===== src/rtl/key_search_controller_if.sv =====
// Purpose: bundles the controller's start/result signals and its per-core range/handshake bus.
// Latency: none, wires only.
// Backpressure: none; cores report progress through core_done levels, not a ready signal.
interface key_search_controller_if #(
    parameter int NUM_CORES = 4
);
    // host side
    logic                      start;
    logic                      search_done;
    logic                      key_found;
    logic [23:0]               found_key;
    logic [2:0]                found_core;
    logic [31:0]               elapsed_cycles;

    // core side
    logic [NUM_CORES-1:0]      core_start;
    logic                      core_stop;
    logic [NUM_CORES-1:0]      core_done_ack;
    logic [NUM_CORES*24-1:0]   core_key_start;
    logic [NUM_CORES*24-1:0]   core_key_end;
    logic [NUM_CORES-1:0]      core_done;
    logic [NUM_CORES-1:0]      core_found;
    logic [NUM_CORES*24-1:0]   core_key;

    // controller view
    modport master (
        input  start,
        input  core_done,
        input  core_found,
        input  core_key,
        output core_start,
        output core_stop,
        output core_done_ack,
        output core_key_start,
        output core_key_end,
        output search_done,
        output key_found,
        output found_key,
        output found_core,
        output elapsed_cycles
    );

    // host + cores view
    modport slave (
        output start,
        output core_done,
        output core_found,
        output core_key,
        input  core_start,
        input  core_stop,
        input  core_done_ack,
        input  core_key_start,
        input  core_key_end,
        input  search_done,
        input  key_found,
        input  found_key,
        input  found_core,
        input  elapsed_cycles
    );
endinterface


===== src/rtl/key_search_controller.sv =====
// Purpose: splits a key space across NUM_CORES search cores, picks the lowest-index hit, stops the rest.
// Latency: core_start two edges after start; results one edge after a hit; optional counter SEARCH_CYCLE_COUNT_EN.
// Backpressure: none; cores are polled via core_done levels, STOP_ALL waits until every core reports done.
module key_search_controller #(
    parameter int          NUM_CORES     = 4,
    parameter logic [23:0] KEY_SPACE_MAX = 24'h3FFFFF
) (
    input  logic                    clk,
    input  logic                    reset_n,
    key_search_controller_if.master bus
);

    typedef enum logic [2:0] {
        IDLE,
        PARTITION,
        LAUNCH,
        RUN,
        STOP_ALL,
        DONE
    } state_t;

    // 25-bit so that a full 24-bit key space (KEY_SPACE_MAX = FFFFFF) does not wrap to zero
    localparam logic [24:0] SPACE_SIZE = {1'b0, KEY_SPACE_MAX} + 25'd1;
    localparam logic [24:0] RANGE_SIZE = SPACE_SIZE / 25'(NUM_CORES);

    state_t                  state;
    logic [NUM_CORES-1:0]    done_seen;
    logic [NUM_CORES*24-1:0] range_start_nxt;
    logic [NUM_CORES*24-1:0] range_end_nxt;
    logic [NUM_CORES-1:0]    hit;
    logic                    any_hit;
    logic                    all_done;
    logic [2:0]              win_idx;
    logic [23:0]             win_key;

    // Static range table; the last core absorbs any remainder up to KEY_SPACE_MAX
    always_comb begin
        range_start_nxt = '0;
        range_end_nxt   = '0;
        for (int i = 0; i < NUM_CORES; i++) begin
            range_start_nxt[i*24 +: 24] = 24'(25'(i) * RANGE_SIZE);
            if (i == NUM_CORES - 1)
                range_end_nxt[i*24 +: 24] = KEY_SPACE_MAX;
            else
                range_end_nxt[i*24 +: 24] = 24'(25'(i) * RANGE_SIZE + RANGE_SIZE - 25'd1);
        end
    end

    // Winner select: scanning downward leaves the lowest hitting index in win_idx/win_key
    always_comb begin
        hit      = bus.core_done & bus.core_found;
        any_hit  = |hit;
        all_done = &bus.core_done;
        win_idx  = '0;
        win_key  = '0;
        for (int i = NUM_CORES - 1; i >= 0; i--) begin
            if (hit[i]) begin
                win_idx = 3'(i);
                win_key = bus.core_key[i*24 +: 24];
            end
        end
    end

    // Search sequencing with every output registered
    always_ff @(posedge clk or negedge reset_n) begin
        if (!reset_n) begin
            state              <= IDLE;
            done_seen          <= '0;
            bus.core_start     <= '0;
            bus.core_stop      <= 1'b0;
            bus.core_done_ack  <= '0;
            bus.core_key_start <= '0;
            bus.core_key_end   <= '0;
            bus.search_done    <= 1'b0;
            bus.key_found      <= 1'b0;
            bus.found_key      <= '0;
            bus.found_core     <= '0;
        end else begin
            bus.core_start    <= '0;
            bus.core_done_ack <= '0;
            case (state)
                IDLE: begin
                    if (bus.start)
                        state <= PARTITION;
                end
                PARTITION: begin
                    bus.core_key_start <= range_start_nxt;
                    bus.core_key_end   <= range_end_nxt;
                    bus.core_start     <= '1;
                    done_seen          <= '0;
                    state              <= LAUNCH;
                end
                LAUNCH: begin
                    state <= RUN;
                end
                RUN: begin
                    bus.core_done_ack <= bus.core_done & ~done_seen;
                    done_seen         <= done_seen | bus.core_done;
                    // a hit outranks all-done in the same cycle
                    if (any_hit) begin
                        bus.key_found  <= 1'b1;
                        bus.found_key  <= win_key;
                        bus.found_core <= win_idx;
                        bus.core_stop  <= 1'b1;
                        state          <= STOP_ALL;
                    end else if (all_done) begin
                        bus.search_done <= 1'b1;
                        state           <= DONE;
                    end
                end
                STOP_ALL: begin
                    bus.core_done_ack <= bus.core_done & ~done_seen;
                    done_seen         <= done_seen | bus.core_done;
                    if (all_done) begin
                        bus.core_stop   <= 1'b0;
                        bus.search_done <= 1'b1;
                        state           <= DONE;
                    end
                end
                DONE: begin
                    // terminal until reset; start is ignored
                    state <= DONE;
                end
                default: begin
                    state <= IDLE;
                end
            endcase
        end
    end

`ifdef SEARCH_CYCLE_COUNT_EN
    // Search duration: cleared at launch, counts RUN/STOP_ALL cycles, saturates, frozen otherwise
    always_ff @(posedge clk or negedge reset_n) begin
        if (!reset_n) begin
            bus.elapsed_cycles <= '0;
        end else if (state == LAUNCH) begin
            bus.elapsed_cycles <= '0;
        end else if ((state == RUN || state == STOP_ALL) && bus.elapsed_cycles != 32'hFFFF_FFFF) begin
            bus.elapsed_cycles <= bus.elapsed_cycles + 32'd1;
        end
    end
`else
    assign bus.elapsed_cycles = '0;
`endif

endmodule


===== src/flat_wrapper.sv =====
// flat-port wrapper written by rule: the top's interface ports become plain ports
module key_search_controller_flat 
#(
    parameter int          NUM_CORES     = 4,
    parameter logic [23:0] KEY_SPACE_MAX = 24'h3FFFFF
)
  (clk, reset_n, bus_start, bus_core_done, bus_core_found, bus_core_key, bus_core_start, bus_core_stop, bus_core_done_ack, bus_core_key_start, bus_core_key_end, bus_search_done, bus_key_found, bus_found_key, bus_found_core, bus_elapsed_cycles);
  key_search_controller_if #(.NUM_CORES(NUM_CORES)) bus_i ();
  input  logic clk;
  input  logic reset_n;
  input wire logic [$bits(bus_i.start)-1:0] bus_start;
  input wire logic [$bits(bus_i.core_done)-1:0] bus_core_done;
  input wire logic [$bits(bus_i.core_found)-1:0] bus_core_found;
  input wire logic [$bits(bus_i.core_key)-1:0] bus_core_key;
  output wire logic [$bits(bus_i.core_start)-1:0] bus_core_start;
  output wire logic [$bits(bus_i.core_stop)-1:0] bus_core_stop;
  output wire logic [$bits(bus_i.core_done_ack)-1:0] bus_core_done_ack;
  output wire logic [$bits(bus_i.core_key_start)-1:0] bus_core_key_start;
  output wire logic [$bits(bus_i.core_key_end)-1:0] bus_core_key_end;
  output wire logic [$bits(bus_i.search_done)-1:0] bus_search_done;
  output wire logic [$bits(bus_i.key_found)-1:0] bus_key_found;
  output wire logic [$bits(bus_i.found_key)-1:0] bus_found_key;
  output wire logic [$bits(bus_i.found_core)-1:0] bus_found_core;
  output wire logic [$bits(bus_i.elapsed_cycles)-1:0] bus_elapsed_cycles;
  assign bus_i.start = bus_start;
  assign bus_i.core_done = bus_core_done;
  assign bus_i.core_found = bus_core_found;
  assign bus_i.core_key = bus_core_key;
  assign bus_core_start = bus_i.core_start;
  assign bus_core_stop = bus_i.core_stop;
  assign bus_core_done_ack = bus_i.core_done_ack;
  assign bus_core_key_start = bus_i.core_key_start;
  assign bus_core_key_end = bus_i.core_key_end;
  assign bus_search_done = bus_i.search_done;
  assign bus_key_found = bus_i.key_found;
  assign bus_found_key = bus_i.found_key;
  assign bus_found_core = bus_i.found_core;
  assign bus_elapsed_cycles = bus_i.elapsed_cycles;
  key_search_controller #(.NUM_CORES(NUM_CORES), .KEY_SPACE_MAX(KEY_SPACE_MAX)) u_core (.clk(clk), .reset_n(reset_n), .bus(bus_i));
endmodule

===== config.mk =====
export PLATFORM = sky130hd
export DESIGN_NAME = key_search_controller_flat
export DESIGN_NICKNAME = d
export VERILOG_FILES = /design/src/rtl/key_search_controller_if.sv /design/src/rtl/key_search_controller.sv /design/src/flat_wrapper.sv
export SDC_FILE = /design/constraint.sdc
export NUM_CORES = 1
export LEC_CHECK = 0
export ABC_AREA = 1
export CAP_MARGIN = 20
export CORE_AREA = 2 2 145 147
export DETAILED_ROUTE_END_ITERATION = 10
export DIE_AREA = 0 0 147 149
export GPL_TIMING_DRIVEN = 0
export SYNTH_ARGS = -nofsm -noshare
export SYNTH_HDL_FRONTEND = slang
export SYNTH_SLANG_ARGS = --single-unit

===== constraint.sdc =====
create_clock -name clk -period 2.7 [get_ports clk]
set_input_delay 0.27 -clock clk [delete_from_list [all_inputs] [get_ports clk]]
set_output_delay 0.27 -clock clk [all_outputs]
set_load 0.01 [all_outputs]

Yosys cells after proc, flatten, opt, wreduce, memory -nomap -nowiden:

Index checks and enable logic that the tools add are counted.
W data, S select, Z words.

* memory bits (read-only): 0
* latch bits: 0
* RAM bits: 0
* memories kept: 0
* input bits: 107
* output and inout bits: 262
* word-level logic and storage cells: 54
* register bits after elaboration: 47

* multipliers: 0
* bitwise gates (word level): 4
* $lt $le $gt $ge: 0
* divide/modulo/power cells: 0
* muxes and demuxes: 21
* equal/unequal tests: 9
* reduce and logical (&&, ||, !) cells: 9
* $add $sub $neg: 0
* shifts and indexed selects: 0

Operators with widths (number)
* $mux W24: 4
* $mux W3: 6
* $pmux W3 S6: 1
* $and A4 B4 Y4: 2
* $mux W4: 2
* $pmux W4 S2: 1
* $eq A3 B2 Y1 const B: 2
* $eq A3 B3 Y1 const B: 2
* $mux W1: 4
* $ne A2 B1 Y1 const B: 2
* $ne A2 B2 Y1 const B: 2
* $not A4 Y4: 1
* $or A4 B4 Y4: 1
* $pmux W1 S2: 2
* $reduce_and A2 Y1: 2
* $reduce_and A4 Y1: 1
* $reduce_bool A2 Y1: 2
* $reduce_or A4 Y1: 1
* $eq A3 B1 Y1 const B: 1
* $logic_not A3 Y1: 1
* $reduce_and A3 Y1: 1
* $mux W2: 1
* $reduce_or A2 Y1: 1

Longest topological paths before layout:

Gate-level depths: netlist (run 1).

* word-level depth: 5
* depth in mapped cells: 10
* depth with buffers taken out: 9

Worst setup path before layout (run 1):

OpenSTA, ideal clock, no wires.

* path kind: register to output
* start: register, netlist name u_core.bus.core_key_start[44]
* end: output port bus_core_key_end[10]
* stages on the path, launching flop included: 2
* required time: 2.430 ns
* arrival time: 1.978 ns
* path buffers: 1
* setup slack: 0.452 ns
* path through: dfrtp_1 -> buf_4

RTL lines
* to (decl): line flat_wrapper.sv:19 `output wire logic [$bits(bus_i.core_key_end)-1:0] bus_core_key_end;`

==> run_results.csv, run 1 <==
group,metric,value,unit
detailed_routing,drc_errors,0,
floorplan,rows,53,
global_route,use_met3,0.0422,
yosys,synth-main-ff-cell,"dfrtp_1",
setup_path,cp_max_fo,61,
global_route,grt.met1_usage,0.148,
sta,whs,0.427,ns
clock_tree,numCtsBuffers,5,
yosys,syn-cell-area,4380,µm²
global_route,grt_overflow,0,
yosys,synth.most_common_cell,"nand2_1",
layout,area_delta_synth_final,76.8,%
job,cap_viol_max_count,0,
layout,layout-drive-gt1-share,0.251,
yosys,synthSimpleGateAreaFrac,0.294,
placement,post-dp-hpwl,11.8,mm
floorplan,die_h,149,µm
placement,dp_slack,0.543,ns
clock_tree,clkTransAtPathRegs,0.07,ns
setup_path,slowest_stage,"dfrtp_2",
yosys,avgSynthCellArea,6.55,µm²
setup_path,cp-end-kind,"primary output",
sta,slew_headroom,0.542,
power,power.density,438,nW/µm²
layout,nets,1152,
yosys,ys_seq_area_frac,0.240,
detailed_routing,vias_per_cell,3.33,
yosys,synth-edff-count,0,
global_route,grt_pass1_wl,21.4,mm
yosys,ys_seq_elements,42,
sta,clock_skew,0.0117,ns
yosys,synth_mux_area_frac,0,
yosys,synth_top_area_share,0.396,
detailed_routing,drt_iter0_drc,116,
setup_path,critPathKind,"reg2out",
yosys,synth_fa_ha_area_frac,0,
setup_path,arrival,1.98,ns
sta,post-route-period-util,0.832,
yosys,synth_commonest_cells,"nand2_1, buf_4, nor2_1",
placement,io_buffers,231,
setup_path,r2r_slack,1.29,ns
clock_tree,ctsHoldBuffers,1,
clock_tree,clock_sinks,42,
detailed_routing,firstDrtPassIters,4,
sta,max_clock_freq,445,MHz
power,ir_worst_vdd,0.224,mV
worst_hold_path,min_path_type,"in2async",
global_route,antenna_found_initial,0,
floorplan,start_util,0.213,
setup_path,max_stage_delay,0.67,ns
sta,setup_viol,0,
detailed_routing,routed_wl,14.5,mm
clock_tree,h-tree-depth,2,
clock_tree,cts_buffer_depth,2,
yosys,async_flop_share,1.00,
detailed_routing,wire_per_inst,11.0,µm
floorplan,die_w,147,µm
clock_tree,clkLatencyLatePin,0.30,ns
placement,place_congestion,0.813,
power,p_leak,4.30,nW
sta,maxSlewViolCount,0,
yosys,netlist_instances,668,
yosys,synth_top_family_by_area,"buffers and inverters",
floorplan,die_area,21900,µm²
detailed_routing,vias,4400,
sta,finalHoldViolCount,0,
yosys,synthXorXnorAreaFrac,0,
global_route,grt_pass1_vias,3893,
floorplan,ios,369,
yosys,synth_compound_area_frac,0.0174,
clock_tree,cts.root.buffer_cell,"clkbuf_16",
clock_tree,postCtsSetupBuffers,0,
yosys,synth_top_area_cell,"buf_4",
yosys,ys_types,23,
run_status,status,"complete, no violations",
detailed_routing,ant_nets,0,
setup_path,path_cells,"buf_12, buf_4, clkdlybuf4s50_1",
global_route,grt.total_usage,0.127,
layout,antenna_cells,0,
setup_path,worstPathRequired,2.43,ns
global_route,grt_max_degree,62,
sta,worst_pin_slew,0.687,ns
clock_tree,cts_tree,"built",
global_route,busiest_layer,"met2",
setup_path,worst_setup_path_start_kind,"flop",
floorplan,coreArea,20600,µm²
sta,rsz0062_at_grt,"false",
sta,setup_slack,0.454,ns
yosys,ys.warnings.count,0,
clock_tree,cts_resized,0,
sta,period_needed,2.25,ns
global_route,use_met2,0.225,
yosys,synthTopCellsByArea,"buf_4, dfrtp_1, nand2_1",
-- final timing paths --
kind | startpoint | end | cells after the start
min in group clk | u_core.done_seen[0]$_DFFE_PN0P_ | u_core.bus.core_done_ack[0]$_DFF_PN0_ | 1
worst max register to register | u_core.state[1]$_DFFE_PN0P_ | u_core.bus.found_key[15]$_DFFE_PN0P_ | 7
worst max-delay path | u_core.bus.core_key_start[44]$_DFFE_PN0P_ | bus_core_key_end[5] | 3
worst min-delay path | reset_n | u_core.bus.found_key[16]$_DFFE_PN0P_ | 2
max in group asynchronous | reset_n | u_core.bus.core_key_start[44]$_DFFE_PN0P_ | 3
worst min register to register | u_core.done_seen[0]$_DFFE_PN0P_ | u_core.bus.core_done_ack[0]$_DFF_PN0_ | 1
-- final cells by class --
type	instances	area, µm²
fillers	2178	12800
clock buffers	5	125
multi-input cells	479	1880
repair buffers	234	2360
flip-flops and latches	42	1050
inverters	38	143
well taps	275	344
plain buffers	245	1820
clock inverters	3	23.8
-- report_power, final --
group          total [W]  switching, W  internal (W)
sequential       0.00102      0.000136      0.000880
combinational    0.00173      0.000844      0.000890
clock           0.000639      0.000293      0.000347
-- state kept, by name (all words and copies together) (netlist names) --
name                       flops
u_core.bus.found_key          24
u_core.bus.search_done         1
u_core.bus.core_stop           1
u_core.bus.core_start          1
u_core.bus.found_core          2
u_core.bus.core_key_start      1
u_core.done_seen               4
u_core.state                   3
u_core.bus.core_done_ack       4
u_core.bus.key_found           1
-- worst max-delay path: cells and delay by family (launching register included) --
family	cells	cell delay, ns
buf+inv	3	0.98
flops	1	0.67
-- cell usage in the layout (no fill, tap or decap) --
cell	n
buf_2	7
clkbuf_16	5
nor2_1	52
or2_1	1
buf_4	231
nand3_1	5
a21oi_2	1
conb_1	137
buf_1	3
buf_6	3
buf_12	2
nand4_1	1
o21ai_4	1
o21ai_0	8
dfrtp_1	41
clkinvlp_4	2
inv_1	37
inv_2	1
nand2_2	4
nor3_1	6
or2_2	1
dfrtp_2	1
inv_6	1
clkdlybuf4s50_1	230
o21bai_2	1
nand2_1	259
clkbuf_1	2
nor2_4	1
dlygate4sd3_1	1
nand3_2	1
-- cells by family after synthesis --
family                 count (synthesis)
buffers and inverters                283
other                                  1
AOI/OAI and AO/OA                     11
DFF                                   42
and+or+nand+nor                      331
-- routing by layer --
metal	part of all wire	wire length, µm	vias up
met1	0.40	5810	1804
met2	0.49	7060	216
li1	-	-	2365
met4	0.015	213	0
met5	0	0	-
met3	0.097	1410	15
-- stage by stage --
step / cells / utilization / area, µm² / setup TNS [ns] / power, W
after detailed placement: 1312 / 0.369 / 7580 / 0 / 0.00278
after global placement: 1310 / 0.367 / 7540 / -40.93 / 0.00276
after CTS: 1321 / 0.377 / 7740 / 0 / 0.00344
after global routing: 1321 / 0.377 / 7740 / 0 / 0.00367
final: 1321 / 0.377 / 7740 / 0 / 0.00339
after floorplan: 804 / - / 4890 / 0 / 0.00194
Note: power is estimated with default switching activity, not from simulation.
==> inputs of run 2 (changes only) <==
clock period = 2.14 ns   (was 2.7 ns; I/O delays follow)
==> run 2 against run 1 <==
First-iteration DRC count decreased by 25%. Sequential power increased by 26%. Total power rose by 25%. Global-route usage fell by 0.23 points. Clock power up 23%. Final cell count barely moved. Combinational power up 25%. Critical endpoint is now bus_core_key_end[56]. Clock-buffer cell count did not move. Flip-flop and latch count unchanged.
==> run_results.csv, run 2 (synthesized netlist as in run 1, its figures left out) <==
group,metric,value,unit
run_status,status,"complete, no violations",
layout,nets,1153,
floorplan,die_area,21900,µm²
layout,area_delta_synth_final,77.1,%
placement,dp_slack,0.0126,ns
global_route,antenna_found_initial,0,
sta,setup_viol,0,
power,p_leak,4.31,nW
sta,clock_skew,0.00780,ns
floorplan,coreArea,20600,µm²
detailed_routing,vias_per_cell,3.31,
floorplan,ios,369,
setup_path,cp_max_fo,46,
setup_path,reg2reg_from,"u_core.state[1]$_DFFE_PN0P_",
placement,place_congestion,0.824,
detailed_routing,wire_per_inst,10.9,µm
sta,finalHoldViolCount,0,
placement,dp_cells,1312,
detailed_routing,vias,4375,
power,power.density,547,nW/µm²
sta,maxSlewViolCount,0,
sta,post-route-period-util,0.940,
worst_hold_path,min_path_type,"in2async",
setup_path,cp-end-kind,"primary output",
detailed_routing,drt_iter0_drc,87,
layout,stdcell_count,1322,
clock_tree,clock_sinks,42,
layout,nFillCells,2193,
detailed_routing,ant_nets,0,
setup_path,reg2reg_depth,7,
placement,post-dp-hpwl,11.7,mm
layout,largest_reg_flops,24,
clock_tree,clkTransAtPathRegs,0.07,ns
layout,layout-drive-gt1-share,0.252,
detailed_routing,firstDrtPassIters,4,
layout,antenna_cells,0,
detailed_routing,drc_errors,0,
layout,final_cell_mix,"nand2_1, buf_4, clkdlybuf4s50_1, conb_1, nor2_1",
sta,slew_headroom,0.560,
layout,largest-register,"u_core.bus.found_key",
layout,final_common_cell,"nand2_1",
sta,period_needed,2.01,ns
setup_path,r2r_end,"u_core.bus.found_key[11]$_DFFE_PN0P_",
clock_tree,cts_buffer_depth,2,
setup_path,worst_setup_path_start_kind,"flop",
global_route,grt_pass1_wl,21.1,mm
clock_tree,cts.root.buffer_cell,"clkbuf_16",
sta,setup_tns,0,ns
layout,top_regs,"u_core.bus.found_key (24), u_core.bus.core_done_ack (4), u_core.done_seen (4)",
setup_path,critPathKind,"reg2out",
sta,worst_pin_slew,0.660,ns
floorplan,die_h,149,µm
layout,final_util,0.377,
global_route,grt.total_usage,0.125,
floorplan,rows,53,
setup_path,arrival,1.80,ns
clock_tree,numCtsBuffers,5,
placement,io_buffers,231,
floorplan,die_w,147,µm
setup_path,r2r_slack,0.76,ns
setup_path,worstPathRequired,1.93,ns
sta,rsz0062_at_grt,"false",
global_route,grt_max_degree,47,
placement,place_area,7580,µm²
layout,final_area,7750,µm²
sta,setup_slack,0.127,ns
power,ir_worst_vdd,0.396,mV
detailed_routing,routed_wl,14.4,mm
clock_tree,h-tree-depth,2,
job,cap_viol_max_count,0,
floorplan,start_util,0.213,
clock_tree,clkLatencyLatePin,0.29,ns
clock_tree,cts_tree,"built",
global_route,grt_pass1_vias,3831,
global_route,grt_overflow,0,
sta,max_clock_freq,497,MHz
## run 2: cell types whose count changed in the layout (fill, tap and decap cells not counted), sizes merged
cell,change
buf,+1
## run 2: layout make-up
type	instances	area (µm²)	share of cell area
inverters	38	143	0.0184
flip-flops and latches	42	1050	0.136
well taps	275	344	0.0444
plain buffers	245	1820	0.234
clock inverters	3	23.8	0.00307
multi-input cells	479	1880	0.242
repair buffers	235	2370	0.305
clock buffers	5	125	0.0161
## run 2: timing repair
| action | CTS | global route |
|---|---|---|
| setup buffers | 1 | 0 |
| gates resized for setup | 1 | 0 |
| hold buffers | 1 | 0 |
| endpoints found under the hold margin | 12 | 0 |
| endpoints found under the setup margin | 46 | 0 |
## run 2: critical path: stages (launching register included)
cell	delay [ns]
dfrtp_4	0.58
buf_12	0.24
buf_4	0.13
clkdlybuf4s50_1	0.53
## run 2: routing by layer
| metal | global-route usage | share of wire |
|---|---|---|
| met5 | 0 | 0 |
| met4 | 0.0284 | 0.010 |
| met3 | 0.0425 | 0.10 |
| met2 | 0.235 | 0.51 |
| met1 | 0.135 | 0.38 |
## run 2: worst max-delay path by stage
stage                                         startpoint                                         to  slack [ns]  cells past startpoint
5_1_grt        u_core.bus.core_key_start[44]$_DFFE_PN0P_                        bus_core_key_end[2]        0.02                      3
3_3_place_gp                                     reset_n  u_core.bus.core_key_start[44]$_DFFE_PN0P_       -0.65                      1
6_report       u_core.bus.core_key_start[44]$_DFFE_PN0P_                       bus_core_key_end[56]        0.13                      3
3_5_place_dp                            bus_core_done[1]       u_core.bus.found_key[11]$_DFFE_PN0P_        0.01                     10
2_1_floorplan  u_core.bus.core_key_start[44]$_DFFE_PN0P_                       bus_core_key_end[10]        0.60                      1
4_1_cts        u_core.bus.core_key_start[44]$_DFFE_PN0P_                       bus_core_key_end[56]        0.09                      3
## run 2: power breakdown
group          internal (W)  switching [W]  leakage, nW  total, W
sequential          0.00111       0.000174        0.529   0.00129
combinational       0.00112        0.00105         3.71   0.00217
clock              0.000437       0.000348       0.0664  0.000785
total               0.00267        0.00157         4.31   0.00424
## run 2: per-stage QoR
stage / hold WS, ns / power, W
after global placement: 0.416 / 0.00348
after detailed placement: 0.141 / 0.00350
after floorplan: -0.0816 / 0.00244
final: 0.357 / 0.00424
after CTS: 0.356 / 0.00433
after global routing: 0.378 / 0.00459
